## config.mk

```make
export PLATFORM = sky130hd
export DESIGN_NAME = uart_reset_sequencer
export DESIGN_NICKNAME = d
export VERILOG_FILES = /design/src/rtl/uart_rst_seq_pkg.sv /design/src/rtl/uart_rst_seq_timer.sv /design/src/rtl/uart_reset_sequencer.sv
export SDC_FILE = /design/constraint.sdc
export NUM_CORES = 1
export LEC_CHECK = 0
export BUFFER_PORTS_ARGS = -buffer_cell sky130_fd_sc_hd__buf_2
export CORE_ASPECT_RATIO = 1.25
export CORE_MARGIN = 2
export CORE_UTILIZATION = 45
export DETAILED_ROUTE_END_ITERATION = 10
export PLACE_DENSITY_LB_ADDON = 0.05
export SLEW_MARGIN = 0
export SYNTH_ARGS = -nofsm -noshare
export SYNTH_HDL_FRONTEND = slang
export SYNTH_SLANG_ARGS = --single-unit
export TNS_END_PERCENT = 5
```

## constraint.sdc

```tcl
create_clock -name clk -period 2.3 [get_ports clk]
set_input_delay 0.115 -clock clk [delete_from_list [all_inputs] [get_ports clk]]
set_output_delay 0.115 -clock clk [all_outputs]
set_load 0.01 [all_outputs]
```

## src/rtl/uart_rst_seq_pkg.sv

```systemverilog
// Shared definitions for the UART reset sequencer: register addresses,
// register field bit positions, and the sequencer FSM state encoding.
// Imported by uart_reset_sequencer; the timer has no dependency on it.
package uart_rst_seq_pkg;

  // Word addresses on the Avalon-MM slave
  localparam logic [1:0] ADDR_CTRL   = 2'd0;
  localparam logic [1:0] ADDR_STATUS = 2'd1;
  localparam logic [1:0] ADDR_HOLD   = 2'd2;
  localparam logic [1:0] ADDR_GAP    = 2'd3;

  // CTRL fields
  localparam int START          = 0;
  localparam int MANUAL_EN      = 1;
  localparam int MANUAL_VAL_LSB = 2;
  localparam int IRQ_EN         = 7;

  // STATUS fields (bit0 is busy)
  localparam int DONE    = 1;
  localparam int OUT_LSB = 8;

  typedef enum logic [1:0] {
    IDLE    = 2'd0,
    ASSERT  = 2'd1,
    RELEASE = 2'd2,
    DN      = 2'd3
  } state_t;

endpackage

```

## src/rtl/uart_rst_seq_timer.sv

```systemverilog
// Loadable down counter used for the hold and gap intervals.
// Ports: clk/reset, load + load_val (load has priority), value, zero flag.
// Counts down by one per cycle and parks at zero until reloaded.
module uart_rst_seq_timer #(
  parameter int W = 16
) (
  input  logic         clk,
  input  logic         reset,
  input  logic         load,
  input  logic [W-1:0] load_val,
  output logic [W-1:0] value,
  output logic         zero
);

  always_ff @(posedge clk or posedge reset) begin
    if (reset) begin
      value <= '0;
    end else if (load) begin
      value <= load_val;
    end else if (value != '0) begin
      value <= value - W'(1);
    end
  end

  assign zero = (value == '0);

endmodule

```

## src/rtl/uart_reset_sequencer.sv

```systemverilog
// Avalon-MM slave that asserts N_RST UART reset lines, holds them for HOLD
// cycles, then releases them lowest index first with GAP cycles between.
// Ports: clk, reset, address/chipselect/write_n/writedata/readdata (slave),
// out_port (1 = in reset), busy; irq only when UART_RST_SEQ_IRQ_EN is defined.
module uart_reset_sequencer
  import uart_rst_seq_pkg::*;
#(
  parameter int N_RST     = 3,
  parameter int CNT_W     = 16,
  parameter int HOLD_INIT = 16,
  parameter int GAP_INIT  = 8
) (
  input  logic             clk,
  input  logic             reset,
  input  logic [1:0]       address,
  input  logic             chipselect,
  input  logic             write_n,
  input  logic [31:0]      writedata,
  output logic [31:0]      readdata,
  output logic [N_RST-1:0] out_port,
  output logic             busy
`ifdef UART_RST_SEQ_IRQ_EN
  ,
  output logic             irq
`endif
);

  localparam int IDX_W = (N_RST > 1) ? $clog2(N_RST) : 1;

  state_t             state, state_nxt;
  logic [IDX_W-1:0]   idx, idx_nxt;
  logic [N_RST-1:0]   out_nxt;
  logic               busy_nxt;
  logic               done, done_nxt, done_set;
  logic               manual_en, manual_en_nxt;
  logic [N_RST-1:0]   manual_val, manual_val_nxt;
  logic [CNT_W-1:0]   hold, gap, hold_m1, gap_m1;
  logic               tmr_load, tmr_zero;
  logic [CNT_W-1:0]   tmr_val, tmr_value;
  logic               wr, wr_ctrl, wr_status, start;
  logic               unused_sig;

  assign wr        = chipselect & ~write_n;
  assign wr_ctrl   = wr && (address == ADDR_CTRL);
  assign wr_status = wr && (address == ADDR_STATUS);

  // Zero intervals behave as one cycle
  assign hold_m1 = (hold == '0) ? '0 : hold - CNT_W'(1);
  assign gap_m1  = (gap  == '0) ? '0 : gap  - CNT_W'(1);

  // Manual mode takes effect from the write itself, so decisions in the
  // same cycle use the post-write value.
  assign manual_en_nxt  = wr_ctrl ? writedata[MANUAL_EN] : manual_en;
  assign manual_val_nxt = wr_ctrl ? writedata[MANUAL_VAL_LSB +: N_RST] : manual_val;
  assign start          = wr_ctrl & writedata[START] & ~manual_en_nxt;

  assign unused_sig = ^{writedata, tmr_value};

  uart_rst_seq_timer #(.W(CNT_W)) u_timer (
    .clk      (clk),
    .reset    (reset),
    .load     (tmr_load),
    .load_val (tmr_val),
    .value    (tmr_value),
    .zero     (tmr_zero)
  );

  always_comb begin
    state_nxt = state;
    idx_nxt   = idx;
    out_nxt   = out_port;
    busy_nxt  = busy;
    tmr_load  = 1'b0;
    tmr_val   = '0;
    done_set  = 1'b0;
    case (state)
      IDLE: begin
        if (start) begin
          state_nxt = ASSERT;
          out_nxt   = '1;
          busy_nxt  = 1'b1;
          tmr_load  = 1'b1;
          tmr_val   = hold_m1;
        end
      end
      ASSERT: begin
        if (tmr_zero) begin
          out_nxt[0] = 1'b0;
          if (N_RST == 1) begin
            state_nxt = DN;
            busy_nxt  = 1'b0;
          end else begin
            state_nxt = RELEASE;
            idx_nxt   = IDX_W'(1);
            tmr_load  = 1'b1;
            tmr_val   = gap_m1;
          end
        end
      end
      RELEASE: begin
        if (tmr_zero) begin
          out_nxt[idx] = 1'b0;
          if (idx == IDX_W'(N_RST - 1)) begin
            state_nxt = DN;
            busy_nxt  = 1'b0;
          end else begin
            idx_nxt  = idx + IDX_W'(1);
            tmr_load = 1'b1;
            tmr_val  = gap_m1;
          end
        end
      end
      default: begin  // DN: single cycle, flag completion
        done_set  = 1'b1;
        state_nxt = IDLE;
      end
    endcase
    // Manual mode overrides the lines and aborts any sequence without
    // flagging completion.
    if (manual_en_nxt) begin
      out_nxt = manual_val_nxt;
      if (state != IDLE) begin
        state_nxt = IDLE;
        busy_nxt  = 1'b0;
        done_set  = 1'b0;
        tmr_load  = 1'b0;
      end
    end
  end

  // Completion set takes priority over a simultaneous software clear
  assign done_nxt = done_set ? 1'b1 :
                    (wr_status && writedata[DONE]) ? 1'b0 : done;

  always_ff @(posedge clk or posedge reset) begin
    if (reset) begin
      state      <= IDLE;
      idx        <= '0;
      out_port   <= '1;
      busy       <= 1'b0;
      done       <= 1'b0;
      manual_en  <= 1'b0;
      manual_val <= '1;
      hold       <= CNT_W'(HOLD_INIT);
      gap        <= CNT_W'(GAP_INIT);
    end else begin
      state      <= state_nxt;
      idx        <= idx_nxt;
      out_port   <= out_nxt;
      busy       <= busy_nxt;
      done       <= done_nxt;
      manual_en  <= manual_en_nxt;
      manual_val <= manual_val_nxt;
      if (wr && address == ADDR_HOLD) hold <= writedata[CNT_W-1:0];
      if (wr && address == ADDR_GAP)  gap  <= writedata[CNT_W-1:0];
    end
  end

`ifdef UART_RST_SEQ_IRQ_EN
  logic irq_en;
  always_ff @(posedge clk or posedge reset) begin
    if (reset) begin
      irq_en <= 1'b0;
      irq    <= 1'b0;
    end else begin
      if (wr_ctrl) irq_en <= writedata[IRQ_EN];
      irq <= done & irq_en;
    end
  end
`endif

  always_comb begin
    readdata = '0;
    case (address)
      ADDR_CTRL: begin
        readdata[MANUAL_EN]                = manual_en;
        readdata[MANUAL_VAL_LSB +: N_RST]  = manual_val;
`ifdef UART_RST_SEQ_IRQ_EN
        readdata[IRQ_EN]                   = irq_en;
`endif
      end
      ADDR_STATUS: begin
        readdata[0]                = busy;
        readdata[DONE]             = done;
        readdata[OUT_LSB +: N_RST] = out_port;
      end
      ADDR_HOLD: readdata[CNT_W-1:0] = hold;
      default:   readdata[CNT_W-1:0] = gap;
    endcase
  end

endmodule
```

==> results.sh <==
export IMPL_viasPerCell=5.203
export IMPL_layout_nets=537
export IMPL_synthArstFlopShare_pct=100.0
export IMPL_synth_cell_types=50
export IMPL_fp_dieArea_mm2=0.009684
export IMPL_min_delay_start="writedata[14]"
export IMPL_drt_iter0_markers=163
export IMPL_dpl_hpwl_mm=7.578
export IMPL_setup_tns_ns=-0.05868
export IMPL_worst_setup_path_start_kind="flip-flop"
export IMPL_reg2reg_slack_ns=-0.06
export IMPL_relSlewSlack_pct=62.76
export IMPL_worstMarginPinSlew_ns=0.5579
export IMPL_syn_area_mm2=0.004009
export IMPL_grt_max_degree=38
export IMPL_ant_nets=0
export IMPL_finalCritPeriodShare_pct=102.6
export IMPL_place_gp_congestion=0.8493
export IMPL_p_int_w=0.002677
export IMPL_required_ns=2.52
export IMPL_setup_viol=1
export IMPL_cts_sinks=61
export IMPL_numCtsBuffers=9
export IMPL_io_pins=74
export IMPL_r2r_end="u_timer.value[15]"
export IMPL_grt_pass1_vias=3206
export IMPL_root_buffer="clkbuf_8"
export IMPL_worst_hold_path_num_cells=2
export IMPL_hold_viol=0
export IMPL_worstRegToRegCells=6
export IMPL_syn2layout_area_growth_pct=19.73
export IMPL_rsz0062_at_grt="yes"
export IMPL_die_h_um=109.5
export IMPL_ys_flop_type="dfrtp_1"
export IMPL_clock_path_buffers=2
export IMPL_critical_path_max_stage_delay_ns=0.57
export IMPL_crit_fanout=3
export IMPL_peakVddDrop_uv=487.1
export IMPL_antenna_found_initial=0
export IMPL_layout_commonest_cell="dfrtp_1"
export IMPL_holdPathEnd="gap[14]"
export IMPL_hold_ws_ns=0.01700
export IMPL_post_drt_wl_per_cell_um=16.01
export IMPL_skew_ns=0.01199
export IMPL_power_density_mw_per_mm2=853.7
export IMPL_regArea_mm2=0.001536
export IMPL_cts_max_level=3
export IMPL_p_clk_share_pct=23.9
export IMPL_setup_worst_path_start="gap[0]"
export IMPL_path_clk_slew_ns=0.07
export IMPL_clock_latency_ns=0.34
export IMPL_multi_input_comb_area_mm2=0.002361
export IMPL_cts_tree="done"
export IMPL_route_detailed_drc=0
export IMPL_coreArea_mm2=0.008653
export IMPL_core_rowCount=38
export IMPL_layoutNonFillerInstCount=616
export IMPL_wirelength_mm=9.864
export IMPL_hp_class="in2reg"
export IMPL_yosys_warnings=0
export IMPL_grt_pass1_wl_mm=16.24
export IMPL_grt_usage_pct=22.01
export IMPL_max_freq_mhz=424.0
export IMPL_synth_cells=417
export IMPL_switching_share_pct=34.66
export IMPL_die_width_um=88.42
export IMPL_placedCellCount=598
export IMPL_dr_pass1_iters=4
export IMPL_syn_avg_cell_area_um2=9.614
export IMPL_outcome="finished with violations"
export IMPL_cellLeakagePower_nw=2.063
export IMPL_synth_seq_cells=61
export IMPL_io_buffers=41
export IMPL_p_sw_w=0.001420
export IMPL_slowest_stage="or4_4"
export IMPL_total_power_w=0.004097
export IMPL_crit_chain="or4_4 > nor4_4 > or4b_4 > mux2i_1 > o22ai_1 > mux2_2"
export IMPL_arrival_ns=2.58
export IMPL_vias=3205
export IMPL_ys_seq_area_share_pct=38.33
export IMPL_finalWorstSetupSlack_ns=-0.05868
export IMPL_pwr_share_seq_pct=41.7
export IMPL_violations="setup timing"
export IMPL_crit_type="reg2reg"
export IMPL_maxSlewViolCount=0
export IMPL_drive_gt1_share_pct=32.46
export IMPL_combPwrFrac_pct=34.4
export IMPL_drv_cap=0
export IMPL_finalCriticalPeriod_ns=2.359
export IMPL_cp_end_kind="flip-flop"
export IMPL_fillCellCount=855
export IMPL_final_cell_mix="dfrtp_1, nor2_1, mux2_2, buf_2, buf_4"
export IMPL_grt_overflow=0
export IMPL_critPathTopFamily="simple AND/OR/NAND/NOR gates"
export IMPL_synth_edf_count=0
export IMPL_diodes=0
export IMPL_initial_utilization_pct=46.33
export IMPL_r2r_start="gap[0]"
export IMPL_path_buf_inv=0
-- cells by family (layout without fill, tap and decap cells) --
family	Yosys count	count (layout)	share of synthesized area, %
simple gates	150	150	20.04
compound gates	65	65	10.39
flops	61	61	38.33
mux	55	55	15.39
buf+inv	42	106	5.618
xor+xnor	35	35	7.647
fa+ha+maj	8	8	2.497
other cells	1	16	0.09354
-- state kept, by name, summed over array words and instances, names as in the netlist --
| register | flops |
|---|---|
| u_timer.value | 16 |
| done | 1 |
| manual_en | 1 |
| gap | 16 |
| hold | 16 |
| idx | 2 |
| busy | 1 |
| manual_val | 3 |
| out_port | 3 |
| state | 2 |
-- routing by layer --
| metal | wire length, um | vias to the layer above | GRT usage (%) | share of wire (%) |
|---|---|---|---|---|
| met3 | 249 | 8 | 3.679 | 2.5 |
| met4 | 92 | 0 | 6.061 | 0.93 |
| met1 | 4548 | 1551 | 30.51 | 46 |
| li1 | - | 1593 | - | - |
| met5 | 0 | - | 0 | 0 |
| met2 | 4973 | 53 | 35.66 | 50 |
-- worst max-delay path by stage --
| stage | end | slack [ns] | cells after the start |
|---|---|---|---|
| detailed placement | u_timer.value[15] | -0.22 | 5 |
| global placement | u_timer.value[15] | -0.16 | 5 |
| floorplan | u_timer.value[15] | 0.04 | 6 |
| global route | u_timer.value[15] | -0.11 | 6 |
| CTS | u_timer.value[15] | -0.09 | 5 |
| finish | u_timer.value[15] | -0.06 | 6 |
-- synth_stat cells, drive strengths merged, types with 9 or more instances --
library cell	instances	area [um2]
inv	11	41.29
o21ai	14	81.33
xnor2	20	175.2
nor2	44	165.2
mux2i	11	110.1
buf	23	153.9
o22ai	9	56.30
nand2	33	123.9
nor2b	15	93.84
dfrtp	53	1326
nor3	12	60.06
nand3	13	65.06
mux2	43	484.2
xor2	15	131.4
a21oi	21	105.1
-- power groups by stage --
stage / clock network (W) / logic [W] / registers (W)
2_1_floorplan: 0 / 0.000896 / 0.00168
3_3_place_gp: 0 / 0.00138 / 0.00171
3_5_place_dp: 0 / 0.00139 / 0.00172
4_1_cts: 0.00101 / 0.00141 / 0.00170
5_1_grt: 0.00105 / 0.00157 / 0.00176
6_report: 0.000981 / 0.00141 / 0.00171
-- cell type report --
class / count / area share, %
multi-input combinational: 329 / 49.19
sequential: 61 / 32.01
timing repair buffer: 79 / 10.58
clock buffer: 12 / 3.233
tap: 120 / 3.128
clock inverter: 4 / 0.9906
inverter: 11 / 0.8603
-- metrics by stage --
step	setup WS [ns]	utilization, %	area [um2]
after global placement	-0.1605	52.23	4519
after global routing	-0.1088	55.47	4800
after detailed placement	-0.2224	52.23	4519
final	-0.05868	55.47	4800
after floorplan	0.04259	-	4065
after CTS	-0.08565	55.12	4770
-- worst reg2reg max path: cells and delay by family (launching register included) --
| kind | cells | cell delay [ns] |
|---|---|---|
| flip-flops | 1 | 0.40 |
| multiplexers | 2 | 0.44 |
| AO/OA/AOI/OAI | 1 | 0.10 |
| AND/OR/NAND/NOR | 3 | 1.30 |
-- timing repair --
| action | in CTS | in global routing |
|---|---|---|
| hold endpoints to repair | 25 | 0 |
| gates resized for setup | 5 | 6 |
| setup buffers | 0 | 0 |
| cloned | 0 | 0 |
| hold buffers | 2 | 0 |
| endpoints found under the setup margin | 16 | 15 |
(Power assumes the default switching activity.)
